$ cat src/rtl/mul_fifo_param.sv
// Synchronous FIFO of DW-bit words; each read returns either the raw word or the
// unsigned product of its upper and lower halves, with occupancy flags and sticky errors.
module mul_fifo_param #(
    parameter int DW       = 16,
    parameter int AW       = 4,
    parameter int AF_LEVEL = 14,
    parameter int AE_LEVEL = 2
) (
    input  logic          CLK,
    input  logic          RST,
    input  logic [DW-1:0] DIN,
    input  logic          WR,
    input  logic          RD,
    input  logic          MODE,
    input  logic          CLR_ERR,
    output logic [DW-1:0] DOUT,
    output logic          VALID,
    output logic          FULL,
    output logic          EMPTY,
    output logic          ALMOST_FULL,
    output logic          ALMOST_EMPTY,
    output logic [AW:0]   COUNT,
    output logic          OVERFLOW,
    output logic          UNDERFLOW
);
    localparam int DEPTH = 2 ** AW;
    localparam int HW    = DW / 2;

    logic [DW-1:0] mem [DEPTH];

    logic [AW-1:0] wptr_q, wptr_d;
    logic [AW-1:0] rptr_q, rptr_d;
    logic [AW:0]   count_q, count_d;
    logic [DW-1:0] rd_data_q, rd_data_d;
    logic          rd_mode_q, rd_mode_d;
    logic          rd_pend_q, rd_pend_d;
    logic [DW-1:0] dout_q, dout_d;
    logic          valid_q, valid_d;
    logic          ovf_q, ovf_d;
    logic          unf_q, unf_d;

    logic          full, empty, wr_ok, rd_ok;
    logic [DW-1:0] product;

    always_comb begin
        full    = (count_q == (AW+1)'(DEPTH));
        empty   = (count_q == '0);
        wr_ok   = WR && !full;
        rd_ok   = RD && !empty;
        product = {{HW{1'b0}}, rd_data_q[DW-1:HW]} * {{HW{1'b0}}, rd_data_q[HW-1:0]};

        wptr_d = wr_ok ? wptr_q + AW'(1) : wptr_q;
        rptr_d = rd_ok ? rptr_q + AW'(1) : rptr_q;

        count_d = count_q;
        unique case ({wr_ok, rd_ok})
            2'b10:   count_d = count_q + (AW+1)'(1);
            2'b01:   count_d = count_q - (AW+1)'(1);
            default: count_d = count_q;
        endcase

        // Popped word and its MODE are staged one cycle; DOUT is formed from the stage.
        rd_pend_d = rd_ok;
        rd_data_d = rd_ok ? mem[rptr_q] : rd_data_q;
        rd_mode_d = rd_ok ? MODE : rd_mode_q;

        valid_d = rd_pend_q;
        dout_d  = dout_q;
        if (rd_pend_q) begin
            dout_d = rd_mode_q ? product : rd_data_q;
        end

        // A new error in the same cycle wins over the clear.
        ovf_d = (WR && full)  ? 1'b1 : (CLR_ERR ? 1'b0 : ovf_q);
        unf_d = (RD && empty) ? 1'b1 : (CLR_ERR ? 1'b0 : unf_q);
    end

    always_ff @(posedge CLK) begin
        if (RST) begin
            wptr_q    <= '0;
            rptr_q    <= '0;
            count_q   <= '0;
            rd_data_q <= '0;
            rd_mode_q <= 1'b0;
            rd_pend_q <= 1'b0;
            dout_q    <= '0;
            valid_q   <= 1'b0;
            ovf_q     <= 1'b0;
            unf_q     <= 1'b0;
        end else begin
            wptr_q    <= wptr_d;
            rptr_q    <= rptr_d;
            count_q   <= count_d;
            rd_data_q <= rd_data_d;
            rd_mode_q <= rd_mode_d;
            rd_pend_q <= rd_pend_d;
            dout_q    <= dout_d;
            valid_q   <= valid_d;
            ovf_q     <= ovf_d;
            unf_q     <= unf_d;
        end
    end

    // Storage is not reset; stale entries are unreachable once the pointers clear.
    always_ff @(posedge CLK) begin
        if (!RST && wr_ok) begin
            mem[wptr_q] <= DIN;
        end
    end

    assign DOUT         = dout_q;
    assign VALID        = valid_q;
    assign FULL         = full;
    assign EMPTY        = empty;
    assign ALMOST_FULL  = (count_q >= (AW+1)'(AF_LEVEL));
    assign ALMOST_EMPTY = (count_q <= (AW+1)'(AE_LEVEL));
    assign COUNT        = count_q;
    assign OVERFLOW     = ovf_q;
    assign UNDERFLOW    = unf_q;

endmodule

$ cat config.mk
export PLATFORM = sky130hd
export DESIGN_NAME = mul_fifo_param
export DESIGN_NICKNAME = d
export VERILOG_FILES = /design/src/rtl/mul_fifo_param.sv
export SDC_FILE = /design/constraint.sdc
export NUM_CORES = 1
export LEC_CHECK = 0
export BUFFER_PORTS_ARGS = -buffer_cell sky130_fd_sc_hd__buf_2
export CORE_MARGIN = 3
export CORE_UTILIZATION = 55
export CTS_CLUSTER_SIZE = 20
export DETAILED_ROUTE_END_ITERATION = 8
export HOLD_SLACK_MARGIN = 0.15
export PLACE_DENSITY = 0.72
export SLEW_MARGIN = 25
export SYNTH_ARGS = -nofsm -noshare
export SYNTH_HDL_FRONTEND = slang
export SYNTH_SLANG_ARGS = --single-unit
export TNS_END_PERCENT = 50
$ cat constraint.sdc
create_clock -name CLK -period 5.1 [get_ports CLK]
set_input_delay 0.51 -clock CLK [delete_from_list [all_inputs] [get_ports CLK]]
set_output_delay 0.51 -clock CLK [all_outputs]
set_load 0.01 [all_outputs]
=== Word level (Yosys, flattened, before mapping) ===
Memory sizes are Yosys's and may differ from the RTL's. A register that Yosys moved wholly into a read port is not among the register bits.
Index checks and enable logic that the tools add are counted.

* Add/sub/neg operators: 4
* Multiply operators: 1
* $lt $le $gt $ge: 2
* Eq/ne operators: 3
* Muxes and demuxes: 7
* Reduce and logical (&&, ||, !) cells: 12

{| class="wikitable"
|+ Operators with widths
! kind !! count
|-
| 8-bit by 8-bit multiplier with 16-bit output || 1
|-
| 16-bit two-way mux || 1
|-
| 5-bit one-hot mux with 2 select lines || 1
|-
| 4-bit by 1-bit adder with 4-bit output (second input constant) || 2
|-
| 2-bit nonzero test || 3
|-
| 5-bit by 1-bit adder with 5-bit output (second input constant) || 1
|-
| 5-bit equality test (second input constant) || 1
|-
| 5-bit by 4-bit greater-or-equal comparator with 1-bit output (second input constant) || 1
|-
| 5-bit by 2-bit less-or-equal comparator with 1-bit output (second input constant) || 1
|-
| 1-bit logical AND || 5
|-
| 5-bit logical NOT || 1
|-
| 1-bit two-way mux || 5
|-
| 5-bit by 1-bit subtractor with 5-bit output (second input constant) || 1
|-
| 1-bit logical NOT || 3
|-
| 2-bit by 1-bit equality test with 1-bit output (second input constant) || 1
|-
| 2-bit equality test (second input constant) || 1
|}

* Register bits after elaboration: 34
* Bits in writable memories: 256
* Input port bits: 22
* Output and inout bits: 28
* Word-level logic and storage cells: 39
* Memories kept: 1

{| class="wikitable"
|+ Memories
! name !! words !! width !! rd ports !! clocked after Yosys merged registers in !! write ports !! RTL line !! source
|-
| mem || 16 || 16 || 1 || 1 || 1 || 29 || <nowiki>logic [DW-1:0] mem [DEPTH];</nowiki>
|}

=== Depth between registers and ports, before layout ===
* Depth after elaboration: 6
* Depth in mapped cells: 18
* Mapped depth without buffers: 16

=== Worst setup path after synthesis ===
OpenSTA, ideal clock, no wires.

* Kind: register to register
* Start point: register rd_data_q[14] (read register of mem)
* End point: register dout_q[14], in the netlist DOUT[14]
* Library setup time: 0.086 ns
* Arrival time: 3.981 ns
* Data required time: 5.014 ns
* Setup slack: 1.034 ns
* Cell stages (with the launch flop): 17
* Clock period less this slack: 4.066 ns
* Cells stage by stage: dfxtp_1 > clkbuf_1 > and2_1 > fa_1 > fa_1 > fa_1 > inv_1 > fa_1 > inv_1 > ha_1 > clkbuf_1 > a21oi_1 > o21ai_1 > nor2b_1 > a311oi_1 > xor2_1 > a211oi_1

* Cells in the longest elaborated chain, start to end: 2

{| class="wikitable"
|+ Ends and longest elaborated chain
! what !! RTL line !! source
|-
| start, declared || 34 || <nowiki>logic [DW-1:0] rd_data_q, rd_data_d;</nowiki>
|-
| 8-bit by 8-bit multiplier with 16-bit output || 50 || <nowiki>product = {{HW{1'b0}}, rd_data_q[DW-1:HW]} * {{HW{1'b0}}, rd_data_q[HW-1:0]};</nowiki>
|-
| 16-bit two-way mux * || 70 || <nowiki>dout_d = rd_mode_q ? product : rd_data_q;</nowiki>
|-
| end signal, assigned || 97 || <nowiki>dout_q <= dout_d;</nowiki>
|-
| end, declared || 37 || <nowiki>logic [DW-1:0] dout_q, dout_d;</nowiki>
|}

Every way passes the cells marked *; elsewhere a longest branch is shown, timed or not.
A chain may end at the register's enable or synchronous reset.

=== Worst setup path after layout ===
Ends and elaborated chain as after synthesis.

==> results.cfg <==
[run_status]
status = completed

[detailed_routing]
routed_via_density = 5.84
routed.top_layer = met5
drc_errors = 0
dr_wl_met3_um = 1640
met1Wirelength_um = 11900
vias = 7448
dr_wl_met2_um = 14200
dr.pass1.iters = 5
post_drt_wl_per_cell_um = 22.2
drtAntennaViolNets = 0
drtIter0Drc = 625
wl_um = 28300

[grt]
grt_pass1_wl_um = 44200
grt_overflow = 0
antenna_found_initial = 1
grt_use_total_pct = 21.5
grt_max_degree = 41
first_global_vias = 7515

[synth]
yosysUniqueCellTypes = 59
synth_area_sq_um = 14000
ys_warn_count = 0
syn_nets = 974
synthCells = 870
syn_avg_cell_area_sq_um = 16.1
synth_edf_count = 256
ys_seq_area_share_pct = 62.0
synth_seq_cells = 306
postSynth.asyncResetShare_pct = 0
ys.flop_type = edfxtp_1

[layout]
fin_util_pct = 63.7
syn_to_final_growth_pct = 12.2
final_layout_size_suffix_gt1_share_pct = 23.1
mostFrequentLayoutCells = edfxtp_1 (256), mux4_2 (64), inv_1 (54)
num_antenna_cells = 0
final_nets = 1034
final_common_cell = edfxtp_1

[timing]
rsz0062_at_grt = false
fmax_mhz = 233
setup_tns_ps = 0
min_period_ps = 4300
finalSetupViolCount = 0
timing.final.crit_share_pct = 84.3
max_slew_margin_pct = 30.1
worst_clock_skew_ps = 9.63
hold_viol = 0
slew_viol_final = 0
tightest_slew_ps = 1050
whs_ps = 186

[floorplan]
die_x_um = 166
initial_core_util_pct = 56.8
fp.dieH_um = 166
die_area_sq_um = 27400
ios = 50
placementRows = 57
coreArea_sq_um = 24700

[power]
leakage_nw = 5.67
powerDensity_nw_per_um2 = 423
ir_drop_mv = 0.348

[clock_network]
clk_latency_ps = 560
cts_sinks = 306
cts-root-buf = clkbuf_16
cts_buffers = 31
postCtsSetupRepairBufs = 0
clk_transition_reported_paths_ps = 60
cts_tree = yes
cts_hold_buf = 0
htree_levels = 1
clockBufferDepth = 3
cts_resized = 0

[hold_path]
hold_path_class = input port to flop

[placed_design]
portBuffers = 49
gp_congestion = 0.832
dp_hpwl_um = 17800

[worst_setup_path]
crit_path_start_kind = flop
end_kind = flop
crit_arrival_ps = 4770
worst-setup-path-type = flop to flop
cp.required_ps = 5570
crit_fanout = 10
r2r_slack_ps = 800

[flow_run]
maxCapViolCount = 0
==> area by class of cell <==
type                            instances  area (sq um)
Clock buffer                           38           802
Clock inverter                         16           244
Fill cell                            1760          8960
Inverter                               57           216
Multi-Input combinational cell        464          4930
Sequential cell                       306          8690
Tap cell                              324           405
Timing Repair Buffer                   70           428
==> cell families (layout without fill, tap and decap cells) <==
group                      Yosys count  count (layout)  share of synthesized area [%]
muxes                              105             105                           13.2
AOI/OAI and AO/OA                   84              84                           4.75
and+or+nand+nor                    175             175                           6.48
xor gates and xnor gates            18              18                           1.13
adders and majority gates           82              82                           9.31
buffers and inverters              100             181                           3.09
DFF                                306             306                           62.0
==> per-layer routing <==
layer / GRT usage, % / up-vias
met5: 0 / -
met2: 36.2 / 207
li1: - / 3390
met3: 3.24 / 42
met1: 30.1 / 3807
met4: 4.88 / 2
==> state kept, by name, indices dropped and copies added, names as in the netlist <==
name,cells
mem,256
DOUT,16
rd_data_q,16
COUNT,5
rptr_q,4
wptr_q,4
OVERFLOW,1
UNDERFLOW,1
VALID,1
rd_mode_q,1
rd_pend_q,1
==> worst paths after layout <==
kind	from	end	cells past startpoint
worst min-delay path	MODE	rd_mode_q	3
worst min register to register	DOUT[0]	DOUT[0]	2
worst max register to register	rd_data_q[14]	DOUT[14]	14
worst max-delay path	rd_data_q[14]	DOUT[14]	14
==> through the flow <==
step / cells / power (W) / worst slack [ps] / area (sq um)
2_1_floorplan: 870 / 0.00398 / 1030 / 14000
3_3_place_gp: 1221 / 0.00435 / 933 / 14700
3_5_place_dp: 1221 / 0.00438 / 816 / 14700
4_1_cts: 1275 / 0.00671 / 810 / 15700
5_1_grt: 1275 / 0.00697 / 533 / 15700
6_report: 1275 / 0.00665 / 799 / 15700
==> worst max-delay path: stages, from the launching register on <==
cell and delay [ps]:
dfxtp_1 530, and2_1 230, fa_1 450, fa_1 510, fa_1 490, inv_1 50
fa_1 470, inv_1 40, ha_1 360, a21oi_1 220, o21ai_1 100, nor2b_1 130
a311oi_1 280, xor2_1 110, a211oi_1 240
==> power breakdown <==
group          internal [W]  leakage [nW]  switching (W)  total (W)
clock network       0.00142         0.507       0.000916    0.00233
logic              0.000553          2.44       0.000683    0.00124
registers           0.00284          2.72       0.000236    0.00308
==> synth_stat cells (4+ instances only) <==
cell / n / area, sq um
mux4_2: 64 / 1440
fa_1: 37 / 741
nor2b_1: 5 / 31.3
a21o_1: 5 / 37.5
buf_2: 10 / 50.1
o221ai_2: 10 / 150
o221ai_1: 6 / 52.6
ha_1: 45 / 563
o22ai_1: 4 / 25.0
buf_4: 5 / 37.5
nand2_1: 41 / 154
mux2i_1: 41 / 410
edfxtp_1: 256 / 7690
inv_1: 54 / 203
dfxtp_1: 50 / 1000
a211oi_1: 12 / 90.1
xor2_1: 11 / 96.3
xnor2_1: 7 / 61.3
nor2_1: 50 / 188
nand3_1: 6 / 30.0
a21oi_1: 23 / 115
and2_1: 53 / 332
clkbuf_1: 23 / 86.3
a22oi_1: 4 / 30.0
No activity file was read; power rests on OpenSTA's default activity.
